`src/rtl/ray_setup_gen.sv`:
```
// Per-frame ray setup: snapshots the player pose on frame_start_in, then
// walks the screen columns and hands one ray per column to the DDA stage
// over a valid/ready handshake.
//
//   state | meaning
//   IDLE  | waiting for frame_start_in; pose snapshot taken on accept
//   CALC  | one cycle: compute ray direction for the current column
//   EMIT  | ray presented; hold until ray_ready_in, then advance or finish
//   DONE  | one-cycle frame_done_out pulse, then back to IDLE
module ray_setup_gen #(
  parameter int SCREEN_WIDTH = 320,
  parameter int CAM_STEP     = 410,
  localparam int COL_W = (SCREEN_WIDTH > 1) ? $clog2(SCREEN_WIDTH) : 1
) (
  input  logic             clk_in,
  input  logic             rst_in,
  input  logic             frame_start_in,
  input  logic [15:0]      posX_in,
  input  logic [15:0]      posY_in,
  input  logic [15:0]      dirX_in,
  input  logic [15:0]      dirY_in,
  input  logic [15:0]      planeX_in,
  input  logic [15:0]      planeY_in,
  output logic             ray_valid_out,
  input  logic             ray_ready_in,
  output logic [COL_W-1:0] ray_col_out,
  output logic [15:0]      rayPosX_out,
  output logic [15:0]      rayPosY_out,
  output logic [15:0]      rayDirX_out,
  output logic [15:0]      rayDirY_out,
  output logic             busy_out,
  output logic             frame_done_out
);

  typedef enum logic [1:0] {IDLE, CALC, EMIT, DONE} state_t;

  localparam logic [COL_W-1:0] LAST_COL   = COL_W'(SCREEN_WIDTH - 1);
  localparam logic [23:0]      CAM_STEP_W = 24'(CAM_STEP);
  // cameraX starts at -1.0 in Q8.16
  localparam logic [23:0]      CAM_START  = 24'hFF0000;

  state_t           state_q, state_d;
  logic [COL_W-1:0] col_q, col_d;
  logic [23:0]      cam_acc_q, cam_acc_d;
  logic [15:0]      posx_s_q, posx_s_d, posy_s_q, posy_s_d;
  logic [15:0]      dirx_s_q, dirx_s_d, diry_s_q, diry_s_d;
  logic [15:0]      planex_s_q, planex_s_d, planey_s_q, planey_s_d;
  logic             valid_q, valid_d;
  logic [COL_W-1:0] ray_col_q, ray_col_d;
  logic [15:0]      rposx_q, rposx_d, rposy_q, rposy_d;
  logic [15:0]      rdirx_q, rdirx_d, rdiry_q, rdiry_d;

  logic signed [15:0] cam;
  logic signed [31:0] prod_x, prod_y;
  logic               unused_bits;

  // cameraX in Q8.8; dropping the low byte of Q8.16 floors toward -inf
  assign cam    = signed'(cam_acc_q[23:8]);
  assign prod_x = signed'(planex_s_q) * cam;
  assign prod_y = signed'(planey_s_q) * cam;
  assign unused_bits = ^{cam_acc_q[7:0], prod_x[31:24], prod_x[7:0],
                         prod_y[31:24], prod_y[7:0]};

  // Next-state and datapath update; everything holds unless a state acts
  always_comb begin
    state_d    = state_q;
    col_d      = col_q;
    cam_acc_d  = cam_acc_q;
    posx_s_d   = posx_s_q;
    posy_s_d   = posy_s_q;
    dirx_s_d   = dirx_s_q;
    diry_s_d   = diry_s_q;
    planex_s_d = planex_s_q;
    planey_s_d = planey_s_q;
    valid_d    = valid_q;
    ray_col_d  = ray_col_q;
    rposx_d    = rposx_q;
    rposy_d    = rposy_q;
    rdirx_d    = rdirx_q;
    rdiry_d    = rdiry_q;
    case (state_q)
      IDLE: begin
        if (frame_start_in) begin
          posx_s_d   = posX_in;
          posy_s_d   = posY_in;
          dirx_s_d   = dirX_in;
          diry_s_d   = dirY_in;
          planex_s_d = planeX_in;
          planey_s_d = planeY_in;
          col_d      = '0;
          cam_acc_d  = CAM_START;
          state_d    = CALC;
        end
      end
      CALC: begin
        rdirx_d   = dirx_s_q + prod_x[23:8];
        rdiry_d   = diry_s_q + prod_y[23:8];
        rposx_d   = posx_s_q;
        rposy_d   = posy_s_q;
        ray_col_d = col_q;
        valid_d   = 1'b1;
        state_d   = EMIT;
      end
      EMIT: begin
        if (ray_ready_in) begin
          valid_d = 1'b0;
          if (col_q == LAST_COL) begin
            state_d = DONE;
          end else begin
            col_d     = col_q + 1'b1;
            cam_acc_d = cam_acc_q + CAM_STEP_W;
            state_d   = CALC;
          end
        end
      end
      DONE: state_d = IDLE;
      default: state_d = IDLE;
    endcase
  end

  // State and datapath registers; reset clears everything, aborting a frame
  always_ff @(posedge clk_in or negedge rst_in) begin
    if (!rst_in) begin
      state_q    <= IDLE;
      col_q      <= '0;
      cam_acc_q  <= '0;
      posx_s_q   <= '0;
      posy_s_q   <= '0;
      dirx_s_q   <= '0;
      diry_s_q   <= '0;
      planex_s_q <= '0;
      planey_s_q <= '0;
      valid_q    <= 1'b0;
      ray_col_q  <= '0;
      rposx_q    <= '0;
      rposy_q    <= '0;
      rdirx_q    <= '0;
      rdiry_q    <= '0;
    end else begin
      state_q    <= state_d;
      col_q      <= col_d;
      cam_acc_q  <= cam_acc_d;
      posx_s_q   <= posx_s_d;
      posy_s_q   <= posy_s_d;
      dirx_s_q   <= dirx_s_d;
      diry_s_q   <= diry_s_d;
      planex_s_q <= planex_s_d;
      planey_s_q <= planey_s_d;
      valid_q    <= valid_d;
      ray_col_q  <= ray_col_d;
      rposx_q    <= rposx_d;
      rposy_q    <= rposy_d;
      rdirx_q    <= rdirx_d;
      rdiry_q    <= rdiry_d;
    end
  end

  assign ray_valid_out  = valid_q;
  assign ray_col_out    = ray_col_q;
  assign rayPosX_out    = rposx_q;
  assign rayPosY_out    = rposy_q;
  assign rayDirX_out    = rdirx_q;
  assign rayDirY_out    = rdiry_q;
  assign busy_out       = (state_q != IDLE);
  assign frame_done_out = (state_q == DONE);

endmodule

```
`config.mk`:
```
export PLATFORM = sky130hd
export DESIGN_NAME = ray_setup_gen
export DESIGN_NICKNAME = d
export VERILOG_FILES = /design/src/rtl/ray_setup_gen.sv
export SDC_FILE = /design/constraint.sdc
export NUM_CORES = 2
export LEC_CHECK = 0
export BUFFER_PORTS_ARGS = -buffer_cell sky130_fd_sc_hd__buf_2
export CAP_MARGIN = 30
export CORE_UTILIZATION = 65
export DETAILED_ROUTE_END_ITERATION = 16
export GPL_ROUTABILITY_DRIVEN = 0
export HOLD_SLACK_MARGIN = 0.1
export PLACE_DENSITY = 0.85
export SYNTH_ARGS = -nofsm -noshare
export SYNTH_HDL_FRONTEND = slang
export SYNTH_SLANG_ARGS = --single-unit
```
`constraint.sdc`:
```
create_clock -name clk_in -period 14.15 [get_ports clk_in]
set_clock_uncertainty 0.05 [all_clocks]
set_input_delay 2.83 -clock clk_in [delete_from_list [all_inputs] [get_ports clk_in]]
set_output_delay 2.83 -clock clk_in [all_outputs]
set_load 0.05 [all_outputs]
```
# Yosys cells after proc, flatten, opt, wreduce, memory -nomap -nowiden
# Index checks and enable logic that the tools add are counted.
# classes
add_sub_neg	4
mul	2
n_eq_ne	7
mux	14
n_reduce_logical	8
# ops
op	count
$mux W24	3
$mul A16 B16 Y24	2
$pmux W24 S2	1
$add A16 B16 Y16	2
$mux W9	3
$add A24 B9 Y24 const B	1
$pmux W9 S2	1
$add A9 B1 Y9 const B	1
$eq A9 B9 Y1 const B	1
$pmux W2 S4	1
$mux W2	3
$ne A2 B2 Y1 const B	3
$reduce_and A2 Y1	3
$reduce_bool A2 Y1	3
$eq A2 B2 Y1 const B	2
$reduce_and A4 Y1	1
$eq A2 B1 Y1 const B	1
$logic_not A2 Y1	1
$pmux W1 S2	1
$mux W1	1
# totals
regBits	205
inputBits	100
out_inout_bits	76

# Logic depth before layout (Yosys ltp)
# Gate-level depths: netlist of run 1.
# logic_depth
depth_word	4
mapped_depth	33

# Least setup slack after synthesis of run 1
# OpenSTA, ideal clock, no wires.
# synth_timing
path_kind	flip-flop to flip-flop
startpoint	register cam_acc_q[10]
endpoint	register rdirx_q[15] (netlist: rayDirX_out[15])
arrival_ns	6.875
t_required_ns	13.971
slack_ns	7.096
stages_incl_launch_ff	32
n_path_buf	2
synth_period_minus_slack_ns	7.054
cell_sequence	dfrtp_1 > clkbuf_1 > clkbuf_1 > nand2_1 > fa_1 > fa_1 > fa_1 > fa_1 > inv_1 > fa_1 > inv_1 > fa_1 > inv_1 > ha_1 > o21a_1 > o21ai_0 > nand2_1 > o21a_1 > a21oi_1 > nor2b_1 > nor2_1 > xnor2_1 > ha_1 > a21o_1 > a21oi_1 > o31ai_1 > a21o_1 > a41oi_1 > o21ai_0 > xnor2_1 > xnor2_1 > o21ai_1
# synth_between
elab_chain_len	2
# synth_rtl
item	line_no	source
start, declared	44	logic [23:0] cam_acc_q, cam_acc_d;
start signal, assigned	142	cam_acc_q <= cam_acc_d;
$mul A16 B16 Y24	59	assign prod_x = signed'(planex_s_q) * cam;
$add A16 B16 Y16	96	rdirx_d = dirx_s_q + prod_x[23:8];
end signal, assigned	153	rdirx_q <= rdirx_d;
end, declared	51	logic [15:0] rdirx_q, rdirx_d, rdiry_q, rdiry_d;
# No other way between the ends.
# A chain may end at the register's enable or synchronous reset.

# Worst setup path after layout of run 1
# layout_timing
startpoint	register cam_acc_q[9]
endpoint	register rdiry_q[15] (netlist: rayDirY_out[15])
# layout_between
elab_chain_len	2
# layout_rtl
item	line_no	source
$mul A16 B16 Y24	60	assign prod_y = signed'(planey_s_q) * cam;
$add A16 B16 Y16	97	rdiry_d = diry_s_q + prod_y[23:8];
end signal, assigned	154	rdiry_q <= rdiry_d;
end, declared	51	
# No other way between the ends.

==> results of run 1 <==
state kept, by name (all words and copies together), names as in the netlist:
| register | flops |
|---|---|
| posx_s_q | 16 |
| ray_valid_out | 1 |
| cam_acc_q | 23 |
| state_q | 2 |
| planex_s_q | 16 |
| planey_s_q | 16 |
| rayPosX_out | 16 |
| diry_s_q | 16 |
| posy_s_q | 16 |
| dirx_s_q | 16 |
| ray_col_out | 9 |
| col_q | 9 |
| rayDirX_out | 16 |
| rayDirY_out | 16 |
| rayPosY_out | 16 |
worst paths after layout:
path / start / end / cells after the start
worst min-delay path: posy_s_q[15]$_DFFE_PN0P_ / rayPosY_out[15]$_DFFE_PN0P_ / 2
worst max-delay path: cam_acc_q[9]$_DFFE_PN0P_ / rayDirY_out[15]$_DFFE_PN0P_ / 31
worst max register to register: cam_acc_q[9]$_DFFE_PN0P_ / rayDirY_out[15]$_DFFE_PN0P_ / 31
max in group asynchronous: rst_in / diry_s_q[2]$_DFFE_PN0P_ / 2
worst min register to register: posy_s_q[15]$_DFFE_PN0P_ / rayPosY_out[15]$_DFFE_PN0P_ / 2
min in group asynchronous: rst_in / dirx_s_q[3]$_DFFE_PN0P_ / 1
worst reg2reg max path: cells and delay by family (launching register included):
family                   cells  cell delay [ns]
adder cells (fa/ha/maj)      8             2.88
AND/OR/NAND/NOR              6             0.84
XOR/XNOR                     3             0.44
flip-flops                   1             0.73
buffers and inverters        6             0.59
AO/OA/AOI/OAI                8             2.35
area by class of cell:
type | count | area share (%)
repair buffers | 193 | 4.19
clock buffers | 31 | 2.68
multi-input cells | 1909 | 63.4
inverters | 493 | 7.10
flip-flops and latches | 204 | 19.6
clock inverters | 10 | 0.806
well taps | 461 | 2.21
synthesized netlist by cell type, types with 9 or more instances:
cell	instances	area share, %
o21ai_0	50	1.0
o21a_1	13	0.41
nand3_1	20	0.42
nand2_1	723	11
nor3_1	13	0.27
inv_1	492	7.7
nand2b_1	14	0.37
and3_1	9	0.24
clkbuf_1	115	1.8
xor2_1	33	1.2
nor2_1	57	0.89
xnor2_1	86	3.1
fa_1	374	31
and2_1	210	5.5
nor2b_1	11	0.29
a21oi_1	34	0.71
or3_1	14	0.37
ha_1	174	9.1
dfrtp_1	204	21
a21o_1	17	0.53
per-layer routing:
| metal | global-route usage (%) | vias to the layer above |
|---|---|---|
| met5 | 0 | - |
| met4 | 12.6 | 2 |
| met3 | 6.77 | 186 |
| met2 | 53.9 | 808 |
| met1 | 40.5 | 9194 |
| li1 | - | 8270 |
kinds of logic (layout without fill, tap and decap cells):
family | Yosys count | after routing | synth area share, %
and+or+nand+nor | 1084 | 1084 | 20.0
buffers and inverters | 618 | 727 | 9.72
adders and majority gates | 548 | 548 | 40.3
DFF | 204 | 204 | 21.3
AOI/OAI and AO/OA | 156 | 156 | 4.15
xor gates and xnor gates | 119 | 119 | 4.35
muxes | 2 | 2 | 0.0836
cells in the final DEF (no fill, tap or decap), types with 7 or more instances in the layout:
| cell type | n |
|---|---|
| xnor2_1 | 86 |
| nand3_1 | 20 |
| a21o_1 | 17 |
| or3_1 | 14 |
| ha_1 | 174 |
| nor2b_1 | 10 |
| o21a_1 | 13 |
| and2_1 | 209 |
| and3_1 | 9 |
| o21ai_0 | 50 |
| nand4_1 | 8 |
| a21oi_1 | 34 |
| a211oi_1 | 7 |
| clkbuf_16 | 25 |
| fa_1 | 374 |
| nand2b_1 | 13 |
| buf_4 | 12 |
| nand2_1 | 722 |
| buf_2 | 175 |
| inv_1 | 492 |
| nor2_1 | 57 |
| xor2_1 | 33 |
| nor3_1 | 13 |
| dfrtp_1 | 204 |
through the flow:
stage | instance area (um^2) | worst slack, ns | utilization (%) | instances | hold WS [ns]
2_1_floorplan | 24000 | 7.10 | - | 2731 | 0.389
3_3_place_gp | 25100 | 6.45 | 69.8 | 3254 | 0.395
3_5_place_dp | 25100 | 6.18 | 70.0 | 3258 | 0.406
4_1_cts | 26000 | 6.19 | 72.5 | 3299 | 0.417
5_1_grt | 26100 | 5.64 | 72.6 | 3301 | 0.440
6_report | 26100 | 6.14 | 72.6 | 3301 | 0.417
==> impl_metrics.yaml, run 1 <==
status:
  status: "finished clean"
synthesis:
  synth_enable_flop_cells: 0
  avgSynthCellArea_um2: 8.77
  ys.flop_type: "dfrtp_1"
  synth_area_um2: 24000
  ys_seq_elements: 204
  synth-async-reset-ratio_pct: 100
  synthDistinctLibCells: 52
  syn-instance-count: 2731
  ys_seq_area_share_pct: 21.3
  synth_warnings: 0
  synth_nets: 3379
floorplan:
  die_area_um2: 37600
  io_pins: 176
  start_util_pct: 66.7
  core-area_um2: 35900
  dieHeight_um: 194
  die_w_um: 194
  row_count: 69
drt:
  wire_per_inst_um: 17.3
  wl_um: 57000
  met3WireLength_um: 4980
  routed-via-count: 18460
  dr.max_layer_used: "met5"
  drt_iter0_drc: 1145
  drc: 0
  first_pass_iters: 5
  wl_met1_um: 22000
  antenna_left: 0
  via_per_inst: 5.59
  wl_met2_um: 27800
placement:
  detailedPlacementHpwl_um: 42900
  port-buffer-count: 175
run:
  max_cap_viol_count: 0
grt:
  overflow: 0
  antenna_found_initial: 1
  grtUsageTotal_pct: 31.9
  grt_pass1_vias: 20397
  grt_pass1_wl_um: 96700
  grt_max_degree: 102
sta:
  final.min_clock_period_ns: 8.01
  tns_ns: 0
  clock.fmax_ghz: 0.125
  drv_slew: 0
  rsz0062_at_grt: "false"
  period_share_pct: 56.6
  hold_viol_final: 0
  setup_viol: 0
  relSlewSlack_pct: 28.5
  tightest_slew_ns: 1.07
worst_setup_path:
  startpoint_type: "register"
  cp_num_buf_inv: 6
  setup.worst_path.class: "reg -> reg"
  path_delay_family: "adder cells"
  critPathMostFrequentCell: "inv_1"
  reg2reg_slack_ns: 6.14
  crit_path_top_delay_cell: "dfrtp_1"
  crit_path_max_fanout: 19
  arrival_ns: 8.38
  worstPathRequired_ns: 14.52
  end_kind: "register"
  max_stage_delay_ns: 0.73
finish:
  fill_cells: 2617
  drive_gt1_share_pct: 8.66
  n_antenna_cell: 0
  area_growth_pct: 8.88
  nets: 3473
  regArea_um2: 5100
  multi_input_area_um2: 16500
clock_network:
  cts.repair.resized: 0
  cts_num_sinks: 204
  cts_tree: "yes"
  htreeDepth: 1
  post_cts_buffers: 0
  holdBufCountCts: 0
  cts-root-buf: "clkbuf_16"
  clock_insertion_delay_worst_skew_ns: 0.55
  cts_buffers: 24
  cts_buffer_depth: 3
  clkTransAtPathRegs_ns: 0.07
min_path:
  holdCritPathClass: "reg -> reg"
Power of run 1 is not shown: default switching activity piles up to over one toggle a cycle in this logic, so the estimate is an artifact.
==> inputs of run 2 (changes only) <==
- ABC_AREA: default -> 1
- CORE_UTILIZATION: 65 -> 63
- PLACE_DENSITY: 0.85 -> 0.83
- clock period: 14.15 -> 7.8 ns (I/O delays scaled with it)
==> run 2 against run 1 <==
First-iteration DRC count is 63% higher. Critical path depth decreased by 4. Critical endpoint is now rayDirX_out[13]$_DFFE_PN0P_. Highest routed layer unchanged. Register-to-register slack worse by 5.7 ns. Critical path type unchanged.
==> impl_metrics.yaml, run 2 <==
synthesis:
  synth-async-reset-ratio_pct: 100
  ys.flop_type: "dfrtp_1"
  ys_seq_elements: 204
  ys_top_cells_by_area: "fa_1, dfrtp_1, nand2_1, inv_1, ha_1"
  synth.most_common_cell: "nand2_1"
  synthDistinctLibCells: 40
  synth_enable_flop_cells: 0
  avgSynthCellArea_um2: 7.67
  synth_top_area_share_pct: 29.6
  synth_warnings: 0
  syn-instance-count: 3293
  yosysTopAreaCell: "fa_1"
  synth_nets: 3941
  synth_area_um2: 25300
  ys_seq_area_share_pct: 20.2
  synth_common_cells: "nand2_1, inv_1, fa_1"
worst_setup_path:
  setup.worst_path.class: "reg -> reg"
  worstPathRequired_ns: 8.18
  max_stage_delay_ns: 0.76
  end_kind: "register"
  crit_path_top_delay_cell: "dfrtp_1"
  crit_path_max_fanout: 16
  critPathMostFrequentCell: "fa_1"
  arrival_ns: 7.77
  startpoint_type: "register"
drt:
  wire_per_inst_um: 16.9
  wl_um: 66300
  dr.max_layer_used: "met5"
  routed-via-count: 21366
  via_per_inst: 5.44
  antenna_left: 0
  first_pass_iters: 6
  drt_iter0_drc: 1866
  drc: 0
  wl_met2_um: 31300
  met3WireLength_um: 7180
  wl_met1_um: 24800
sta:
  hold_viol_final: 0
  relSlewSlack_pct: 29.5
  worst_hold_slack_ns: 0.422
  tightest_slew_ns: 1.06
  drv_slew: 0
  setup_viol: 0
  period_share_pct: 94.8
  clock.fmax_ghz: 0.135
  tns_ns: 0
  setup_slack_ns: 0.404
  rsz0062_at_grt: "false"
  final.min_clock_period_ns: 7.40
clock_network:
  holdBufCountCts: 0
  cts_num_sinks: 204
  cts_tree: "yes"
  cts_buffer_depth: 3
  htreeDepth: 1
  clock_insertion_delay_worst_skew_ns: 0.55
  cts-root-buf: "clkbuf_16"
  post_cts_buffers: 0
  clkTransAtPathRegs_ns: 0.07
  cts_buffers: 24
finish:
  stdcell_area_um2: 27400
  n_antenna_cell: 0
  final_common_cell: "nand2_1"
  largest_reg_flops: 23
  final_cell_mix: "nand2_1, inv_1, fa_1, dfrtp_1"
  drive_gt1_share_pct: 8.60
  nets: 4037
  regMostFlops: "cam_acc_q"
  area_growth_pct: 8.58
run:
  max_cap_viol_count: 0
floorplan:
  row_count: 72
  core-area_um2: 39100
  die_w_um: 202
  die_area_um2: 40900
  dieHeight_um: 202
  io_pins: 176
  start_util_pct: 64.6
grt:
  grt_pass1_wl_um: 111000
  antenna_found_initial: 3
  grt_pass1_vias: 22486
  grtUsageTotal_pct: 34.0
  overflow: 0
  grt_max_degree: 92
placement:
  place_ws_ns: 0.469
  port-buffer-count: 175
  dpl_cell_area_um2: 26600
  detailedPlacementHpwl_um: 51300
status:
  status: "finished clean"
min_path:
  holdCritPathClass: "reg -> reg"
## run 2: changes by cell type in the layout (fill, tap and decap cells not counted), moves of 14 or more
cell	before	now
a21oi_1	34	90
and2_1	209	0
buf_4	12	40
inv_1	492	816
nand2_1	722	1069
nand3_1	20	79
nor2_1	57	76
o21ai_0	50	96
or3_1	14	0
xnor2_1	86	18
## run 2: per-layer routing
layer	vias up	global-route usage, %
met5	-	0
met4	2	13.7
met3	256	8.30
met2	1110	56.1
met1	10277	43.0
li1	9721	-
## run 2: metrics by stage
stage,util [%],std cells
finish,70.2,3925
global route,70.2,3925
CTS,70.2,3925
detailed placement,68.0,3881
global placement,68.0,3881
floorplan,-,3293
## run 2: final timing paths
| kind | from | end | slack [ns] | cells after the start |
|---|---|---|---|---|
| worst max-delay path | planex_s_q[9]$_DFFE_PN0P_ | rayDirX_out[13]$_DFFE_PN0P_ | 0.40 | 27 |
| worst min-delay path | rayPosX_out[2]$_DFFE_PN0P_ | rayPosX_out[2]$_DFFE_PN0P_ | 0.42 | 2 |
| worst max register to register | planex_s_q[9]$_DFFE_PN0P_ | rayDirX_out[13]$_DFFE_PN0P_ | 0.40 | 27 |
| worst min register to register | rayPosX_out[2]$_DFFE_PN0P_ | rayPosX_out[2]$_DFFE_PN0P_ | 0.42 | 2 |
| max in group asynchronous | rst_in | rayDirX_out[15]$_DFFE_PN0P_ | 5.37 | 2 |
| min in group asynchronous | rst_in | diry_s_q[1]$_DFFE_PN0P_ | 1.04 | 1 |
## run 2: critical path, delay by kind of cell (launching register included)
kind / cells / cell delay (ns)
simple gates: 9 / 1.37
flops: 1 / 0.76
buf+inv: 4 / 0.22
fa+ha+maj: 8 / 3.72
xor+xnor: 1 / 0.20
compound gates: 5 / 0.94
## run 2: final cells by class
class | instances | area (um^2)
fill | 2986 | 11700
clock buffer | 33 | 706
sequential | 204 | 5110
multi-input combinational | 2121 | 16500
timing repair buffer | 216 | 1200
clock inverter | 11 | 151
inverter | 822 | 3090
tap | 518 | 648
## run 2: cell families (layout without fill, tap and decap cells)
| group | count (synthesis) | after routing | share of synthesized area, % |
|---|---|---|---|
| compound gates | 222 | 222 | 4.78 |
| xor+xnor | 55 | 55 | 1.91 |
| fa+ha+maj | 548 | 548 | 38.3 |
| buf+inv | 968 | 1082 | 14.4 |
| flops | 204 | 204 | 20.2 |
| simple gates | 1296 | 1296 | 20.4 |
## run 2: repair_timing
action | 4_1_cts | 5_1_grt
gates resized for setup | 0 | 1
endpoints found under the hold margin | 0 | 0
setup endpoints to repair | 0 | 3
Power of run 2 is left out for the same reason.
